===== config.mk =====
export PLATFORM = sky130hd
export DESIGN_NAME = w_bram_wr_ctrl
export DESIGN_NICKNAME = d
export VERILOG_FILES = /design/src/rtl/w_bram_wr_ctrl_pkg.sv /design/src/rtl/w_bram_occ_cnt.sv /design/src/rtl/w_bram_wr_ctrl.sv
export SDC_FILE = /design/constraint.sdc
export NUM_CORES = 1
export LEC_CHECK = 0
export ABC_AREA = 1
export BUFFER_PORTS_ARGS = -buffer_cell sky130_fd_sc_hd__buf_2
export CAP_MARGIN = 10
export CELL_PAD_IN_SITES_DETAIL_PLACEMENT = 1
export CELL_PAD_IN_SITES_GLOBAL_PLACEMENT = 1
export CORE_MARGIN = 4
export CORE_UTILIZATION = 38
export DETAILED_ROUTE_END_ITERATION = 8
export GPL_TIMING_DRIVEN = 0
export PLACE_DENSITY_LB_ADDON = 0.1
export SETUP_SLACK_MARGIN = 0.15
export SLEW_MARGIN = 5
export SYNTH_ARGS = -nofsm -noshare
export SYNTH_HDL_FRONTEND = slang
export SYNTH_SLANG_ARGS = --single-unit

===== constraint.sdc =====
create_clock -name CLK -period 2.35 [get_ports CLK]
set_input_delay 0.235 -clock CLK [delete_from_list [all_inputs] [get_ports CLK]]
set_output_delay 0.235 -clock CLK [all_outputs]
set_load 0.02 [all_outputs]

===== src/rtl/w_bram_wr_ctrl_pkg.sv =====
// Shared definitions for the BRAM write-side controller: address width, depth, and FSM state encoding.
package w_bram_wr_ctrl_pkg;

  localparam int unsigned ADDR_WIDTH = 11;
  localparam int unsigned DEPTH      = 2 ** ADDR_WIDTH;
  localparam int unsigned OCC_WIDTH  = ADDR_WIDTH + 1;

  typedef enum logic [1:0] {
    ST_IDLE = 2'd0,
    ST_RUN  = 2'd1,
    ST_FULL = 2'd2
  } wr_state_e;

endpackage


===== src/rtl/w_bram_occ_cnt.sv =====
// Occupancy up/down counter (words written, not yet popped) with a sticky underflow flag.
module w_bram_occ_cnt
  import w_bram_wr_ctrl_pkg::*;
(
  input  logic                 CLK,
  input  logic                 rst,
  input  logic                 inc,
  input  logic                 dec,
  output logic [OCC_WIDTH-1:0] occupancy,
  output logic [OCC_WIDTH-1:0] occ_next_c,
  output logic                 underflow_err
);

  logic underflow_set;

  // A pop with nothing stored is dropped; any accept in the same cycle still counts.
  always_comb begin
    occ_next_c    = occupancy;
    underflow_set = 1'b0;
    if (dec && (occupancy == '0)) begin
      underflow_set = 1'b1;
      if (inc) occ_next_c = occupancy + OCC_WIDTH'(1);
    end else if (inc && !dec) begin
      occ_next_c = occupancy + OCC_WIDTH'(1);
    end else if (dec && !inc) begin
      occ_next_c = occupancy - OCC_WIDTH'(1);
    end
  end

  always_ff @(posedge CLK or negedge rst) begin
    if (!rst) begin
      occupancy     <= '0;
      underflow_err <= 1'b0;
    end else begin
      occupancy <= occ_next_c;
      if (underflow_set) underflow_err <= 1'b1;
    end
  end

endmodule


===== src/rtl/w_bram_wr_ctrl.sv =====
// BRAM port-A write controller: stream in, one-cycle-latency write strobe/data out, occupancy tracking.
// Optional W_BRAM_PARITY_EN widens DIN_A by one even-parity bit.
module w_bram_wr_ctrl
  import w_bram_wr_ctrl_pkg::*;
#(
  parameter int unsigned DATA_WIDTH = 16
) (
  input  logic                  CLK,
  input  logic                  rst,
  input  logic                  wr_enable,
  input  logic                  s_valid,
  input  logic [DATA_WIDTH-1:0] s_data,
  output logic                  s_ready,
  input  logic                  rd_pop,
  output logic                  WE_A,
`ifdef W_BRAM_PARITY_EN
  output logic [DATA_WIDTH:0]   DIN_A,
`else
  output logic [DATA_WIDTH-1:0] DIN_A,
`endif
  output logic                  w_bram_addr_en,
  output logic [ADDR_WIDTH-1:0] wr_ptr,
  output logic [OCC_WIDTH-1:0]  occupancy,
  output logic                  full,
  output logic                  underflow_err
);

  wr_state_e              state_q, state_d;
  logic                   s_ready_d, full_d;
  logic                   accept;
  logic                   we_q;
  logic [OCC_WIDTH-1:0]   occ_next;

  assign accept = s_valid && s_ready;

  w_bram_occ_cnt u_occ_cnt (
    .CLK           (CLK),
    .rst           (rst),
    .inc           (accept),
    .dec           (rd_pop),
    .occupancy     (occupancy),
    .occ_next_c    (occ_next),
    .underflow_err (underflow_err)
  );

  // Next state plus next values of s_ready/full, so both leave as plain registers.
  always_comb begin
    state_d = state_q;
    unique case (state_q)
      ST_IDLE: if (wr_enable) state_d = ST_RUN;
      ST_RUN: begin
        if (!wr_enable)                          state_d = ST_IDLE;
        else if (occ_next == OCC_WIDTH'(DEPTH))  state_d = ST_FULL;
      end
      ST_FULL: begin
        if (!wr_enable)                          state_d = ST_IDLE;
        else if (occ_next < OCC_WIDTH'(DEPTH))   state_d = ST_RUN;
      end
      default: state_d = ST_IDLE;
    endcase
    s_ready_d = (state_d == ST_RUN) && (occ_next < OCC_WIDTH'(DEPTH));
    full_d    = (occ_next == OCC_WIDTH'(DEPTH));
  end

  always_ff @(posedge CLK or negedge rst) begin
    if (!rst) begin
      state_q <= ST_IDLE;
      s_ready <= 1'b0;
      full    <= 1'b0;
      we_q    <= 1'b0;
      DIN_A   <= '0;
      wr_ptr  <= '0;
    end else begin
      state_q <= state_d;
      s_ready <= s_ready_d;
      full    <= full_d;
      we_q    <= accept;
      if (accept) begin
`ifdef W_BRAM_PARITY_EN
        DIN_A <= {^s_data, s_data};
`else
        DIN_A <= s_data;
`endif
      end
      // Mirrors the external address counter: it steps at the end of each write cycle.
      if (we_q) wr_ptr <= wr_ptr + ADDR_WIDTH'(1);
    end
  end

  assign WE_A           = we_q;
  assign w_bram_addr_en = we_q;

endmodule


==> results of run 1 <==
[synth_stat cells, drive strengths merged]
library cell	instances	share of area (%)
nor3b	1	0.28
nand3	39	8.1
clkinv	1	0.14
nand3b	1	0.28
clkbuf	1	0.14
nand2	135	20
o21ai	10	2.0
nand4	11	3.2
buf	7	2.0
nor3	2	0.57
nor2	32	6.9
ha	4	1.9
mux2	1	0.42
a21oi	4	0.90
and3	1	0.24
or2	1	0.24
inv	41	5.8
o22ai	1	0.47
o21bai	1	0.28
xor2	10	3.3
dfrtp	45	42
xnor2	1	0.33
[layout make-up]
type / count / area, µm²
well taps: 96 / 120
clock buffers: 6 / 72.6
plain buffers: 8 / 57.6
fillers: 885 / 3540
multi-input cells: 255 / 1350
inverters: 42 / 158
flip-flops and latches: 45 / 1130
clock inverters: 2 / 15.0
repair buffers: 69 / 358
[cell families after synthesis]
| logic type | Yosys count | share of synthesized area [%] |
|---|---|---|
| xor+xnor | 11 | 3.63 |
| simple gates | 223 | 39.8 |
| mux | 1 | 0.424 |
| flops | 45 | 42.5 |
| buf+inv | 50 | 8.11 |
| fa+ha+maj | 4 | 1.89 |
| compound gates | 16 | 3.68 |
[per-layer routing]
layer / track usage (%) / wire, µm / vias to the layer above
li1: - / - / 1249
met1: 24.1 / 3410 / 1231
met2: 31.0 / 3620 / 45
met3: 3.98 / 278 / 8
met4: 5.65 / 116 / 0
met5: 0 / 0 / -
[path summary, 6_finish.rpt]
path	endpoint	slack (ps)	cells past startpoint
setup / recovery	s_ready	310	13
hold / removal	u_occ_cnt.occupancy[7]	100	1
setup reg to reg	s_ready	310	13
hold reg to reg	u_occ_cnt.underflow_err	480	1
max in group asynchronous	u_occ_cnt.occupancy[1]	1520	1
min in group CLK	DIN_A[9]	120	3
[where the power goes]
part	leakage (nW)	switching [mW]	total [mW]	internal (mW)
combinational	1.18	1.37	2.05	0.681
clock	0.0374	0.279	0.489	0.210
sequential	0.554	0.307	1.37	1.06
[repair_timing]
item                                    in CTS  in global routing
setup buffers                                0                  5
endpoints found under the setup margin       0                  4
resized for setup                            0                 11
[metrics by stage]
step                setup WS [ps]  cells  total power [mW]  hold slack (ps)  instance area, µm²
finish                        308    523              3.91              101                3260
global route                  118    523              4.28              108                3260
CTS                           174    518              3.87              110                3180
detailed placement            194    510              3.36              435                3090
global placement              249    510              3.29              427                3090
floorplan                     428    350              2.70            -60.6                2650
[cell usage in the layout, fill, tap and decap left out, drive strengths merged, types with 2 or more instances in the layout]
cell type	synthesis	layout
o21ai	10	10
ha	4	4
nor3	2	2
buf	7	76
nand2	135	135
xor2	10	10
nor2	32	32
clkbuf	1	7
inv	41	41
nand3	39	39
dfrtp	45	45
a21oi	4	4
clkinvlp	0	2
nand4	11	11
[flip-flops by register name (all words and copies together), names as in the netlist]
signal / flops
DIN_A: 16
WE_A: 1
full: 1
s_ready: 1
state_q: 2
u_occ_cnt.occupancy: 12
u_occ_cnt.underflow_err: 1
wr_ptr: 11
[critical path, cell delays in order (launching register included)]
cell      delay (ps)
dfrtp_2          480
inv_1            110
ha_1             180
nand2_1          100
nor2_4           150
nand3_1          100
nand3b_1          90
nand2_1          100
nor2_1           130
nand2_1           90
nor2_2           130
nand3_2          130
nand2_2          100
a21oi_2           50
==> out/qor.csv, run 1 <==
stage,metric,value,unit
synthesis,sequential_area_share_after_synthesis,42.5,%
final_layout,drive_above_1_share,31.6,%
cts,number_of_clock_sinks,45,
synthesis,yosys_warnings,0,
placed_design,place.port_buffers,64,
critical_path,timing.critical_path.fanout_max,8,
placed_design,gp_congestion,0.791,
global_routing,grt_start_max_net_pins,46,
critical_path,r2r-start,u_occ_cnt.occupancy[1],
global_routing,grt_remaining_overflow,0,
sta,slew_viols_final,0,
sta,timing.final.hold_violations,0,
floorplanning,core-area,6790,µm²
cts,clkSlewWorstSetupHoldPaths,90,ps
final_layout,final_core_utilization,47.9,%
detailed_routing,post_drt_via_cell_ratio,4.84,
sta,clock.fmax,490,MHz
final_layout,area_growth_syn_to_layout,22.7,%
power_and_ir_drop,vdd_drop_max,0.000571,V
sta,setup_repair_after_global_routing_missed_its_margin,no,
global_routing,grt_first_pass_wirelength,12500,µm
cts,insertion_delay,300,ps
final_layout,antenna_cells_inserted,0,
detailed_routing,detail_route.drc_violations,0,
detailed_routing,drt-pass1-iter-count,4,
detailed_routing,detail_route.wl_per_cell,14.2,µm
cts,clock_tree.htree_level_count,2,
cts,cts_buffers,5,
power_and_ir_drop,static-leakage-power,1.77,nW
critical_path,cp.arrival,2230,ps
sta,setup_total_negative_slack,0,ps
final_layout,finish.net_count,451,
sta,max_slew.worst_pin.slew,1040,ps
floorplanning,dieWidth,91.6,µm
synthesis,mappedNetlistArea,2650,µm²
global_routing,track_usage,18.6,%
sta,final_min_period_over_clock_period,86.9,%
detailed_routing,drt_wl_total,7420,µm
synthesis,synth_cell_type_count,35,
floorplanning,floorplan.die.height,91.6,µm
sta,max-slew-margin-rel,30.7,%
critical_path,kind_of_launch_point_of_the_worst_setup_path,flop,
sta,timing.final.crit_period,2040,ps
sta,finalClockSkew,5.16,ps
critical_path,worst_setup_path_startpoint,u_occ_cnt.occupancy[1],
cts,postCtsHoldBufs,0,
synthesis,post_synthesis_area_per_instance,7.58,µm²
run_status,run_status,finished clean,
floorplanning,total_die_area,8380,µm²
cts,cts_tree,yes,
min_path,worstHoldPathType,in2async,
floorplanning,floorplan.io_pins,65,
job,drv_cap,0,
floorplanning,start_util,39.0,%
detailed_routing,count_of_antenna_violating_nets_left_after_detailed_routing,0,
detailed_routing,via_count,2533,
cts,number_of_buffers_on_the_longest_clock_path,2,
global_routing,number_of_antenna_violations_at_the_first_check_in_global_routing,0,
cts,root_buffer,clkbuf_8,
critical_path,setup.worst_path.end_class,flop,
detailed_routing,detailedRoute.firstIterationViolations,75,
critical_path,worstPathRequired,2540,ps
synthesis,syn_nets,375,
power_and_ir_drop,power.density_cell_area,1200,nW/µm²
sta,setup_violations,0,
global_routing,grt_pass1_vias,2618,
synthesis,syn-instance-count,350,
synthesis,postSynthRegisterBits,45,
critical_path,criticalPathCategory,reg2reg,
placed_design,dp_hpwl,5620,µm
floorplanning,placement_rows,30,
Power figures use the tool's default switching activity.
==> run 2: changes to the inputs <==
--- a/config.mk
+++ b/config.mk
@@ -7,7 +7,7 @@
 export LEC_CHECK = 0
 export ABC_AREA = 1
 export BUFFER_PORTS_ARGS = -buffer_cell sky130_fd_sc_hd__buf_2
-export CAP_MARGIN = 10
+export CAP_MARGIN = 40
 export CELL_PAD_IN_SITES_DETAIL_PLACEMENT = 1
 export CELL_PAD_IN_SITES_GLOBAL_PLACEMENT = 1
 export CORE_MARGIN = 4
==> constraint.sdc (replaced) <==
create_clock -name CLK -period 2.3 [get_ports CLK]
set_input_delay 0.23 -clock CLK [delete_from_list [all_inputs] [get_ports CLK]]
set_output_delay 0.23 -clock CLK [all_outputs]
set_load 0.02 [all_outputs]
==> out/qor.csv, run 2 (same netlist as run 1, synthesis figures left out) <==
stage,metric,value,unit
run_status,run_status,finished clean,
floorplanning,start_util,39.0,%
critical_path,worst_setup_path_startpoint,u_occ_cnt.occupancy[0],
floorplanning,core-area,6790,µm²
critical_path,setup.worst_path.end_class,flop,
final_layout,final_core_utilization,49.7,%
sta,max_slew.worst_pin.slew,400,ps
critical_path,kind_of_launch_point_of_the_worst_setup_path,flop,
cts,cts_tree,yes,
detailed_routing,post_drt_via_cell_ratio,4.84,
final_layout,layout_common_cells,"nand2_1 (123), buf_2 (64), dfrtp_1 (43)",
detailed_routing,count_of_antenna_violating_nets_left_after_detailed_routing,0,
cts,clkSlewWorstSetupHoldPaths,90,ps
final_layout,largest_register_ffs,16,
placed_design,place.port_buffers,64,
global_routing,grt_remaining_overflow,0,
cts,number_of_buffers_on_the_longest_clock_path,2,
detailed_routing,drt_wl_total,7590,µm
floorplanning,floorplan.die.height,91.6,µm
final_layout,antenna_cells_inserted,0,
cts,clock_tree.htree_level_count,2,
detailed_routing,detail_route.drc_violations,0,
job,drv_cap,0,
global_routing,grt_start_max_net_pins,35,
final_layout,regMostFlops,DIN_A,
sta,clock.fmax,501,MHz
global_routing,grt_first_pass_wirelength,12600,µm
power_and_ir_drop,power.density_cell_area,1210,nW/µm²
sta,setup_repair_after_global_routing_missed_its_margin,no,
final_layout,finish.net_count,460,
detailed_routing,detailedRoute.firstIterationViolations,88,
sta,slew_viols_final,0,
global_routing,number_of_antenna_violations_at_the_first_check_in_global_routing,0,
critical_path,reg2reg_path_depth,13,
global_routing,grt_pass1_vias,2665,
sta,setup_ws,302,ps
placed_design,dp_hpwl,5680,µm
placed_design,pre_cts_ws,124,ps
sta,finalClockSkew,1.79,ps
critical_path,cp.arrival,2190,ps
detailed_routing,via_count,2573,
global_routing,track_usage,18.7,%
floorplanning,total_die_area,8380,µm²
sta,timing.final.crit_period,2000,ps
critical_path,timing.critical_path.fanout_max,5,
detailed_routing,detail_route.wl_per_cell,14.3,µm
cts,number_of_clock_sinks,45,
cts,cts_buffers,5,
floorplanning,dieWidth,91.6,µm
sta,max-slew-margin-rel,73.3,%
final_layout,finalInstanceArea,3370,µm²
critical_path,criticalPathCategory,reg2reg,
placed_design,gp_congestion,0.791,
final_layout,top_regs,"DIN_A: 16 flops, u_occ_cnt.occupancy: 12 flops, wr_ptr: 11 flops",
power_and_ir_drop,post_layout_total_power,4.08,mW
critical_path,crit_end,s_ready,
sta,timing.final.hold_violations,0,
critical_path,regToRegEndpoint,s_ready,
min_path,worstHoldPathType,in2reg,
cts,root_buffer,clkbuf_8,
detailed_routing,drt-pass1-iter-count,4,
final_layout,commonest_non_fill_non_tap_cell_in_the_layout,nand2_1,
cts,insertion_delay,300,ps
sta,setup_violations,0,
critical_path,setup.reg_to_reg.worst_slack,300,ps
final_layout,area_growth_syn_to_layout,27.2,%
sta,final_min_period_over_clock_period,86.8,%
critical_path,r2r-start,u_occ_cnt.occupancy[0],
floorplanning,placement_rows,30,
placed_design,placed_area,3110,µm²
critical_path,worstPathRequired,2490,ps
power_and_ir_drop,vdd_drop_max,0.000558,V
final_layout,drive_above_1_share,34.6,%
floorplanning,floorplan.io_pins,65,
sta,setup_total_negative_slack,0,ps
power_and_ir_drop,static-leakage-power,1.82,nW
-- run 2: cell types whose count changed in the layout (fill, tap and decap cells not counted), sizes merged --
cell	before	now
buf	76	82
clkinvlp	2	3
clkinv	1	0
clkbuf	7	9
dlygate4sd3	0	1
-- run 2: worst max-delay path, cell delays in order (launching register included) --
cell and delay [ps]:
dfrtp_1 430, inv_2 130, ha_1 190, nand2_1 90, nor2_4 120, nand3_1 110
nand3b_1 90, nand2_1 110, nor2_1 130, nand2_1 80, nor2_2 150, nand3_2 110
nand2_2 90, a21oi_2 50
-- run 2: power by group --
group | leakage (nW) | internal [mW] | switching [mW]
logic | 1.23 | 0.749 | 1.43
registers | 0.554 | 1.09 | 0.313
clock network | 0.0374 | 0.215 | 0.287
total | 1.82 | 2.05 | 2.03
-- run 2: worst min path at each step --
stage / end / slack [ps] / cells after the start / from
2_1_floorplan: DIN_A[0] / -70 / 0 / rst
3_3_place_gp: DIN_A[12] / 420 / 3 / s_data[12]
3_5_place_dp: u_occ_cnt.occupancy[7] / 150 / 1 / rst
4_1_cts: DIN_A[6] / 100 / 3 / s_data[6]
5_1_grt: DIN_A[9] / 100 / 3 / s_data[9]
6_report: DIN_A[9] / 120 / 3 / s_data[9]
-- run 2: final cells by class --
type	count	area, µm²
Multi-Input combinational cell	255	1380
Sequential cell	45	1130
Clock inverter	2	15.0
Tap cell	96	120
Buffer	8	60.1
Inverter	42	161
Timing Repair Buffer	78	438
Fill cell	884	3420
Clock buffer	6	72.6
-- run 2: through the flow --
step / hold WS, ps / cells
2_1_floorplan: -65.6 / 350
3_3_place_gp: 422 / 510
3_5_place_dp: 151 / 511
4_1_cts: 104 / 520
5_1_grt: 104 / 532
6_report: 117 / 532
-- run 2: repair_timing --
action	4_1_cts	5_1_grt
gates resized for setup	1	21
gates cloned	0	0
hold buffers	1	0
setup endpoints to repair	2	4
pin swaps	0	8
endpoints found under the hold margin	11	0
setup buffers	0	12
-- run 2: routing by layer --
layer	routed length [µm]	vias up	track usage (%)
li1	-	1265	-
met3	336	8	3.81
met2	3760	49	32.0
met1	3380	1251	23.5
met4	117	0	5.65
met5	0	-	0
